File: src/rtl/mseq_pkg.sv
// Microsequencer shared definitions: state width and next-state
// select encodings from the control ROM ns field.
package mseq_pkg;

  localparam int STATE_W = 7;

  localparam logic [2:0] NS_DECODE = 3'd0;
  localparam logic [2:0] NS_INCR   = 3'd1;
  localparam logic [2:0] NS_JUMP   = 3'd2;
  localparam logic [2:0] NS_CJUMP  = 3'd3;
  localparam logic [2:0] NS_WAIT   = 3'd4;
  localparam logic [2:0] NS_WAITJ  = 3'd5;
  localparam logic [2:0] NS_CALL   = 3'd6;
  localparam logic [2:0] NS_RETURN = 3'd7;

endpackage

File: src/rtl/mseq_stack.sv
// Microsequencer return stack: small LIFO with occupancy count,
// one push or pop per cycle, flush empties it in one edge.
module mseq_stack #(
  parameter int WIDTH = 7,
  parameter int DEPTH = 4
) (
  input  logic             clk,
  input  logic             reset_n,
  input  logic             push,
  input  logic             pop,
  input  logic             flush,
  input  logic [WIDTH-1:0] din,
  output logic [WIDTH-1:0] dout,
  output logic             full,
  output logic             empty
);

  localparam int CW = $clog2(DEPTH + 1);
  localparam int AW = $clog2(DEPTH);

  logic [WIDTH-1:0] mem [DEPTH];
  logic [CW-1:0]    count;
  logic [CW-1:0]    cntM1;

  assign cntM1 = count - CW'(1);
  assign dout  = mem[cntM1[AW-1:0]];
  assign full  = (count == CW'(DEPTH));
  assign empty = (count == '0);

  always_ff @(posedge clk or negedge reset_n) begin
    if (!reset_n) begin
      count <= '0;
      for (int i = 0; i < DEPTH; i++) mem[i] <= '0;
    end else if (flush) begin
      count <= '0;
    end else if (push && !full) begin
      mem[count[AW-1:0]] <= din;
      count <= count + CW'(1);
    end else if (pop && !empty) begin
      count <= cntM1;
    end
  end

endmodule

File: src/rtl/microsequencer.sv
// Microsequencer: next-state mux, state register, sticky stack flags.
// Optional MOC-wait watchdog enabled by defining MSEQ_WATCHDOG_EN.
module microsequencer
  import mseq_pkg::*;
#(
  parameter logic [STATE_W-1:0] FETCH_STATE = STATE_W'(1),
  parameter int STK_DEPTH = 4,
  parameter int WDT_LIMIT = 255
) (
  input  logic               clk,
  input  logic               reset_n,
  input  logic [STATE_W-1:0] enc_state,
  input  logic               cond_pass,
  input  logic [2:0]         ns,
  input  logic [STATE_W-1:0] cr_addr,
  input  logic               inv,
  input  logic               cond_true,
  input  logic               moc,
  input  logic               hold,
  output logic [STATE_W-1:0] state,
  output logic               stk_ovf,
  output logic               stk_unf,
  output logic               wdt_to
);

  logic [STATE_W-1:0] stateInc;
  logic [STATE_W-1:0] stateNext;
  logic [STATE_W-1:0] stkDout;
  logic stkFull, stkEmpty;
  logic push, pop;
  logic ovfSet, unfSet;
  logic wdtFire;

  assign stateInc = state + STATE_W'(1);

  always_comb begin
    stateNext = state;
    push      = 1'b0;
    pop       = 1'b0;
    ovfSet    = 1'b0;
    unfSet    = 1'b0;
    unique case (ns)
      NS_DECODE: stateNext = cond_pass ? enc_state : FETCH_STATE;
      NS_INCR:   stateNext = stateInc;
      NS_JUMP:   stateNext = cr_addr;
      NS_CJUMP:  stateNext = (cond_true ^ inv) ? cr_addr : stateInc;
      NS_WAIT:   stateNext = moc ? stateInc : state;
      NS_WAITJ:  stateNext = moc ? cr_addr : state;
      NS_CALL: begin
        stateNext = cr_addr;
        push      = !stkFull;
        ovfSet    = stkFull;
      end
      NS_RETURN: begin
        if (stkEmpty) begin
          stateNext = FETCH_STATE;
          unfSet    = 1'b1;
        end else begin
          stateNext = stkDout;
          pop       = 1'b1;
        end
      end
      default: stateNext = state;
    endcase
  end

  mseq_stack #(
    .WIDTH(STATE_W),
    .DEPTH(STK_DEPTH)
  ) uStack (
    .clk    (clk),
    .reset_n(reset_n),
    .push   (push && !hold && !wdtFire),
    .pop    (pop && !hold && !wdtFire),
    .flush  (wdtFire),
    .din    (stateInc),
    .dout   (stkDout),
    .full   (stkFull),
    .empty  (stkEmpty)
  );

  always_ff @(posedge clk or negedge reset_n) begin
    if (!reset_n) begin
      state   <= '0;
      stk_ovf <= 1'b0;
      stk_unf <= 1'b0;
    end else if (!hold) begin
      state   <= wdtFire ? FETCH_STATE : stateNext;
      stk_ovf <= stk_ovf | ovfSet;
      stk_unf <= stk_unf | unfSet;
    end
  end

`ifdef MSEQ_WATCHDOG_EN
  localparam int WDT_W = $clog2(WDT_LIMIT + 1);

  logic [WDT_W-1:0] wdtCnt;
  logic waitIdle;

  // held cycles neither count nor fire
  assign waitIdle = !hold && !moc &&
                    (ns == NS_WAIT || ns == NS_WAITJ);
  assign wdtFire = waitIdle && (wdtCnt == WDT_W'(WDT_LIMIT));

  always_ff @(posedge clk or negedge reset_n) begin
    if (!reset_n) begin
      wdtCnt <= '0;
      wdt_to <= 1'b0;
    end else if (!hold) begin
      if (wdtFire) begin
        wdtCnt <= '0;
        wdt_to <= 1'b1;
      end else if (waitIdle) begin
        wdtCnt <= wdtCnt + WDT_W'(1);
      end else begin
        wdtCnt <= '0;
      end
    end
  end
`else
  logic unusedWdt;

  assign unusedWdt = (WDT_LIMIT > 0);
  assign wdtFire   = 1'b0;
  assign wdt_to    = 1'b0;
`endif

endmodule

File: config.mk
export PLATFORM = sky130hd
export DESIGN_NAME = microsequencer
export DESIGN_NICKNAME = d
export VERILOG_FILES = /design/src/rtl/mseq_pkg.sv /design/src/rtl/mseq_stack.sv /design/src/rtl/microsequencer.sv
export SDC_FILE = /design/constraint.sdc
export NUM_CORES = 1
export LEC_CHECK = 0
export ABC_AREA = 1
export BUFFER_PORTS_ARGS = -buffer_cell sky130_fd_sc_hd__buf_2
export CAP_MARGIN = 20
export CORE_MARGIN = 5
export CORE_UTILIZATION = 57
export CTS_CLUSTER_DIAMETER = 40
export DETAILED_ROUTE_END_ITERATION = 8
export MAX_ROUTING_LAYER = met4
export PLACE_DENSITY = 0.79
export REMOVE_ABC_BUFFERS = 1
export SLEW_MARGIN = 20
export SYNTH_ARGS = -nofsm -noshare
export SYNTH_HDL_FRONTEND = slang
export SYNTH_SLANG_ARGS = --single-unit
File: constraint.sdc
create_clock -name clk -period 2.16 [get_ports clk]
set_input_delay 0.432 -clock clk [delete_from_list [all_inputs] [get_ports clk]]
set_output_delay 0.432 -clock clk [all_outputs]
set_load 0.05 [all_outputs]
# == Word level (Yosys, flattened, before mapping) ==
# Cells that the tools add are included.
# word_totals
latch_bits,0
ff_bits,40
rom_bits,0
ramBits,0
out_inout_bits,10
n_memories,0
# op_classes
mux,20
bitwise,6
mul,0
n_shift,0
div,0
eq_ne,10
addsub,3
n_reduce_logical,13
n_lt_le_gt_ge,3
# op_table
operator,n
$mux W7,8
$pmux W7 S7,1
$bwmux W28,1
$eq A3 B3 Y1 const B,5
$bmux W7 S2,1
$demux W7 S2,1
$add A7 B1 Y7 const B,1
$eq A3 B2 Y1 const B,2
$ge A3 B3 Y1 const B,2
$logic_not A3 Y1,2
$mux W1,6
$mux W3,2
$not A2 Y3,2
$logic_and A1 B1 Y1,5
$ne A2 B2 Y1 const B,2
$add A3 B1 Y3 const B,1
$eq A3 B1 Y1 const B,1
$logic_not A1 Y1,3
$lt A3 B1 Y1 const B,1
$reduce_and A3 Y1,1
$sub A3 B1 Y3 const B,1
$or A1 B1 Y1,2
$reduce_bool A2 Y1,1
$reduce_or A2 Y1,1
other kinds (2),2

# == Logic depth before layout (Yosys ltp) ==
# logic_depth
ltp_word,7
depth_mapped,13
depth_no_buf,10

# == By module ==
# A second synthesis with hierarchy kept.
# unflattened
cells_unflattened,344
area_unflattened_um2,2454.9
# modules_own_cells
module,cells_per_inst,instances,area_each_um2
mseq_stack,206,1,1626.6
microsequencer,138,1,828.3

# == Least setup slack after synthesis ==
# Ideal clock, no wire load.
# synth_timing
path_kind,register -> register
startpoint,register uStack.count[0]
endpoint,register state[0]
period_less_slack_ns,1.910
arrival_ns,1.789
path_stages_with_launch,13
required_time_ns,2.039
setup_slack_ns,0.250
setup_time_ns,0.121
cell_sequence,dfrtp_1 buf_2 inv_1 buf_4 ha_1 buf_2 clkinv_1 nand3_1 nand3_1 nand2_1 nand2_1 o21bai_1 nand2_1
# synth_between
elab_chain_len,7
# synth_rtl
element,line,text
from (decl),mseq_stack.sv:22,logic [CW-1:0] count;
from (signal assigned),mseq_stack.sv:38,count <= count + CW'(1);
from (signal assigned),mseq_stack.sv:40,count <= cntM1;
$sub A3 B1 Y3,mseq_stack.sv:25,assign cntM1 = count - CW'(1);
via uStack.cntM1[0],mseq_stack.sv:23,logic [CW-1:0] cntM1;
$not A2 Y3 (implied by the code),mseq_stack.sv:26,assign dout = mem[cntM1[AW-1:0]];
$bmux W7 S2,mseq_stack.sv:26,
$mux W7 (implied by the code) (2 in a row),mseq_stack.sv:26,
$mux W7,microsequencer.sv:55,if (stkEmpty) begin
$pmux W7 S7,microsequencer.sv:42,unique case (ns)
to (signal assigned),microsequencer.sv:88,state <= wdtFire ? FETCH_STATE : stateNext;
to (decl),microsequencer.sv:20,"output logic [STATE_W-1:0] state,"
# The timed path passes the listed nets, and every way through them passes these cells. The select of a mux whose other input is x is not followed.
# A chain may end at the register's enable or synchronous reset.

# == Worst setup path after layout ==
# layout_timing
startpoint,register uStack.count[1]
endpoint,register uStack.mem[26] in the netlist's numbering
# layout_between
elab_chain_len,6
# layout_rtl
element,line,text
$not A2 Y3 (implied by the code),mseq_stack.sv:37,mem[count[AW-1:0]] <= din;
$ge A3 B3 Y1 (implied by the code) or $lt A3 B1 Y1 (tied branches),mseq_stack.sv:37,
$logic_and A1 B1 Y1 (implied by the code),mseq_stack.sv:37,
$mux W7 (implied by the code),mseq_stack.sv:37,
$demux W7 S2,mseq_stack.sv:37,
$bwmux W28,mseq_stack.sv:37,
"to (signal, indexed assignment)",mseq_stack.sv:37,
to (decl),mseq_stack.sv:21,logic [WIDTH-1:0] mem [DEPTH];
# Parallel ways exist; a longest one is shown, timed or not.

==> key figures <==
Synthesis
  – Main synth FF type: dfrtp_1
  – Top post-synthesis cells by area: dfrtp_1, nand2_1, nand3_1
  – Sequential share of the synthesized area: 40.04%
  – Synth Instances: 329
  – FF+latch count, synth: 40
  – Cell type with the highest aggregate area in the netlist: dfrtp_1
  – Synth Cell Area: 0.002500 mm2
  – Synth warnings: 0
  – FFs w/ async S/R, synth: 100.0%
  – Post-synth top area share: 40.04%
  – Post-synth cell types: 29
  – Syn Area/Cell: 7.598 um2
  – Post-synth EDFFs: 0

Worst setup path
  – Reg2Reg Setup Slack: 0.45 ns
  – CP Launch Point: uStack.count[1]$_DFFE_PN0P_
  – CP Data Required Time: 2.33 ns
  – Reg2reg start: uStack.count[1]$_DFFE_PN0P_
  – Nature of the critical path endpoint: flip-flop
  – Worst Path Max Fanout: 11
  – CP Capture Point: uStack.mem[26]$_DFFE_PN0P_
  – Setup CP Type: reg -> reg
  – Worst r2r path cells: 10
  – Slowest stage delay, CP: 0.40 ns
  – CP bufs+invs: 4
  – Slowest CP cell: dfrtp_1
  – CP Depth: 10
  – CP startpoint kind: flip-flop
  – Critical Path AT: 1.88 ns
  – Endpoint of the worst register-to-register path: uStack.mem[26]$_DFFE_PN0P_
  – Crit-path leading delay family: buffers and inverters
  – Most used cell, CP: inv_1
  – Critical Path, Cell by Cell: inv_1, ha_1, inv_1, nor2_4, nand2_1, nor2_1, buf_4, inv_1, nand2_1, o21ai_0

Hold path
  – HP Class: in -> async

Floorplanning
  – Core ar.: 0.004294 mm2
  – Die Wd: 76.23 um
  – Ports: 34
  – Die height: 76.23 um
  – Area of the die: 0.005810 mm2
  – Initial core utilization: 58.22%
  – Num rows: 24

Placed design
  – # port buffers: 32
  – Dpl hpwl: 4287 um
  – Placed Area: 0.002723 mm2
  – Final GP Congestion: 0.9107

STA
  – Worst-margin pin slew: 0.5309 ns
  – Final Critical Period: 1.712 ns
  – Rel. slew slack: 64.49%
  – Hold_ws: 0.1944 ns
  – Clock Skew: 0.004215 ns
  – Unrepaired setup endpoints after global routing: false
  – # setup viols final: 0
  – Period utilization: 79.24%
  – Fin. max-slew vios: 0
  – Setup TNS Final: 0 ns
  – Hold Vio Cnt, Final: 0
  – FMAX: 584.2 MHz

Drt
  – Routed via count: 2198
  – WL per Instance: 13.99 um
  – DRC: 0
  – Metal-1 WL: 2721 um
  – Final wirelength: 5849 um
  – Vias per inst: 5.258
  – Met2 WL: 2690 um
  – Post-route ant nets: 0
  – Initial DRT Pass Iterations: 4
  – Top layer in use: met4
  – Met3 wire len: 349 um
  – Initial DRC count: 231

Clocking
  – Post-CTS Setup Inserts: 0
  – H-tree levels: 2
  – TritonCTS Sinks: 40
  – CTS tree: yes
  – Cts bufs inserted: 5
  – Post_cts resized: 0
  – Worst skew pair latency: 0.29 ns
  – Clk slew on worst S/H paths: 0.07 ns
  – Max Buffers Root-to-Sink: 2
  – CTS Root Cell: clkbuf_8
  – Post-CTS Hold Fix Bufs: 0

Global routing
  – Total GRT Usage: 22.05%
  – Pin count of the biggest net entering global routing: 41
  – Vias in the first global route: 2143
  – Initial antenna violation count: 0
  – First-pass GRT wire length: 10270 um
  – Total global routing overflow: 0

Layout
  – Syn-to-layout area delta: 12.76%
  – Fillers: 354
  – Share of cells above drive strength 1: 20.77%
  – Post-route cell area: 0.002819 mm2
  – Most frequent cells in the layout: nand2_1, dfrtp_1, inv_1, nand3_1, buf_2
  – Leading cell type in the layout, fill and taps excluded: nand2_1
  – N_diodes: 0
  – # nets final: 396

Outcome
  – Status: finished, final reports clean

Power
  – Leakage dissipation: 1.475 nW
  – PD cells: 1264 mW/mm2
  – VDD IR max: 0.7693 mV

Job
  – Max-cap violations: 0
worst min path at each step:
stage                                  end                 from  depth (start not counted)  slack, ns
3_5_place_dp           stk_ovf$_DFFE_PN0N_  stk_ovf$_DFFE_PN0N_                          1       0.46
6_report       uStack.count[1]$_DFFE_PN0P_              reset_n                          2       0.19
5_1_grt        uStack.count[1]$_DFFE_PN0P_              reset_n                          2       0.23
3_3_place_gp           stk_ovf$_DFFE_PN0N_  stk_ovf$_DFFE_PN0N_                          1       0.46
2_1_floorplan         state[0]$_DFFE_PN0P_              reset_n                          0       0.14
4_1_cts        uStack.count[2]$_DFFE_PN0P_              reset_n                          2       0.21
synthesized netlist by cell type (5+ instances only):
library cell / n
nand2_1: 117
inv_1: 37
ha_1: 6
dfrtp_1: 40
nand4_1: 5
nand3_1: 32
o21ai_2: 9
o21ai_0: 10
nor2_1: 18
o21ai_1: 13
power by group:
| part | total [mW] | switching (mW) | internal, mW | leakage (nW) |
|---|---|---|---|---|
| Sequential | 1.27 | 0.203 | 1.07 | 0.481 |
| Combinational | 1.76 | 1.15 | 0.610 | 0.943 |
| Clock | 0.538 | 0.253 | 0.285 | 0.0503 |
| Total | 3.56 | 1.60 | 1.96 | 1.47 |
worst register-to-register path: stages (launching register included):
cell     delay [ns]
dfrtp_1        0.40
inv_1          0.12
ha_1           0.27
inv_1          0.11
nor2_4         0.13
nand2_1        0.08
nor2_1         0.09
buf_4          0.18
inv_1          0.10
nand2_1        0.06
o21ai_0        0.07
logic make-up after synthesis:
family | Yosys count | synth area share [%]
compound gates | 36 | 9.310
xor+xnor | 7 | 3.053
fa+ha+maj | 6 | 3.003
buf+inv | 53 | 10.51
flops | 40 | 40.04
other cells | 1 | 0.1500
simple gates | 186 | 33.93
per-layer routing:
layer / global-route usage [%] / vias to the layer above
met1: 30.35 / 1018
met2: 33.30 / 71
met5: - / -
li1: - / 1102
met3: 4.255 / 7
met4: 6.119 / 0
through the flow:
| step | setup WS, ns | util [%] | std cells | total power, mW |
|---|---|---|---|---|
| 3_5_place_dp | 0.4841 | 63.40 | 411 | 3.014 |
| 6_report | 0.4483 | 65.65 | 418 | 3.564 |
| 4_1_cts | 0.4588 | 65.65 | 418 | 3.565 |
| 5_1_grt | 0.2517 | 65.65 | 418 | 3.867 |
| 2_1_floorplan | 0.01120 | - | 322 | 2.537 |
| 3_3_place_gp | 0.5061 | 63.40 | 411 | 2.978 |
layout make-up:
cell class	instances	area [um2]	area share, %
multi-input cells	236	1236	43.85
flip-flops and latches	40	1001	35.51
inverters	46	222.7	7.901
repair buffers	37	197.7	7.013
clock buffers	7	96.34	3.418
well taps	52	65.06	2.308
flip-flops by register name (all words and copies together) (netlist names):
name,cells
uStack.mem,28
uStack.count,3
state,7
stk_unf,1
stk_ovf,1
Power figures use the tool's default switching activity.
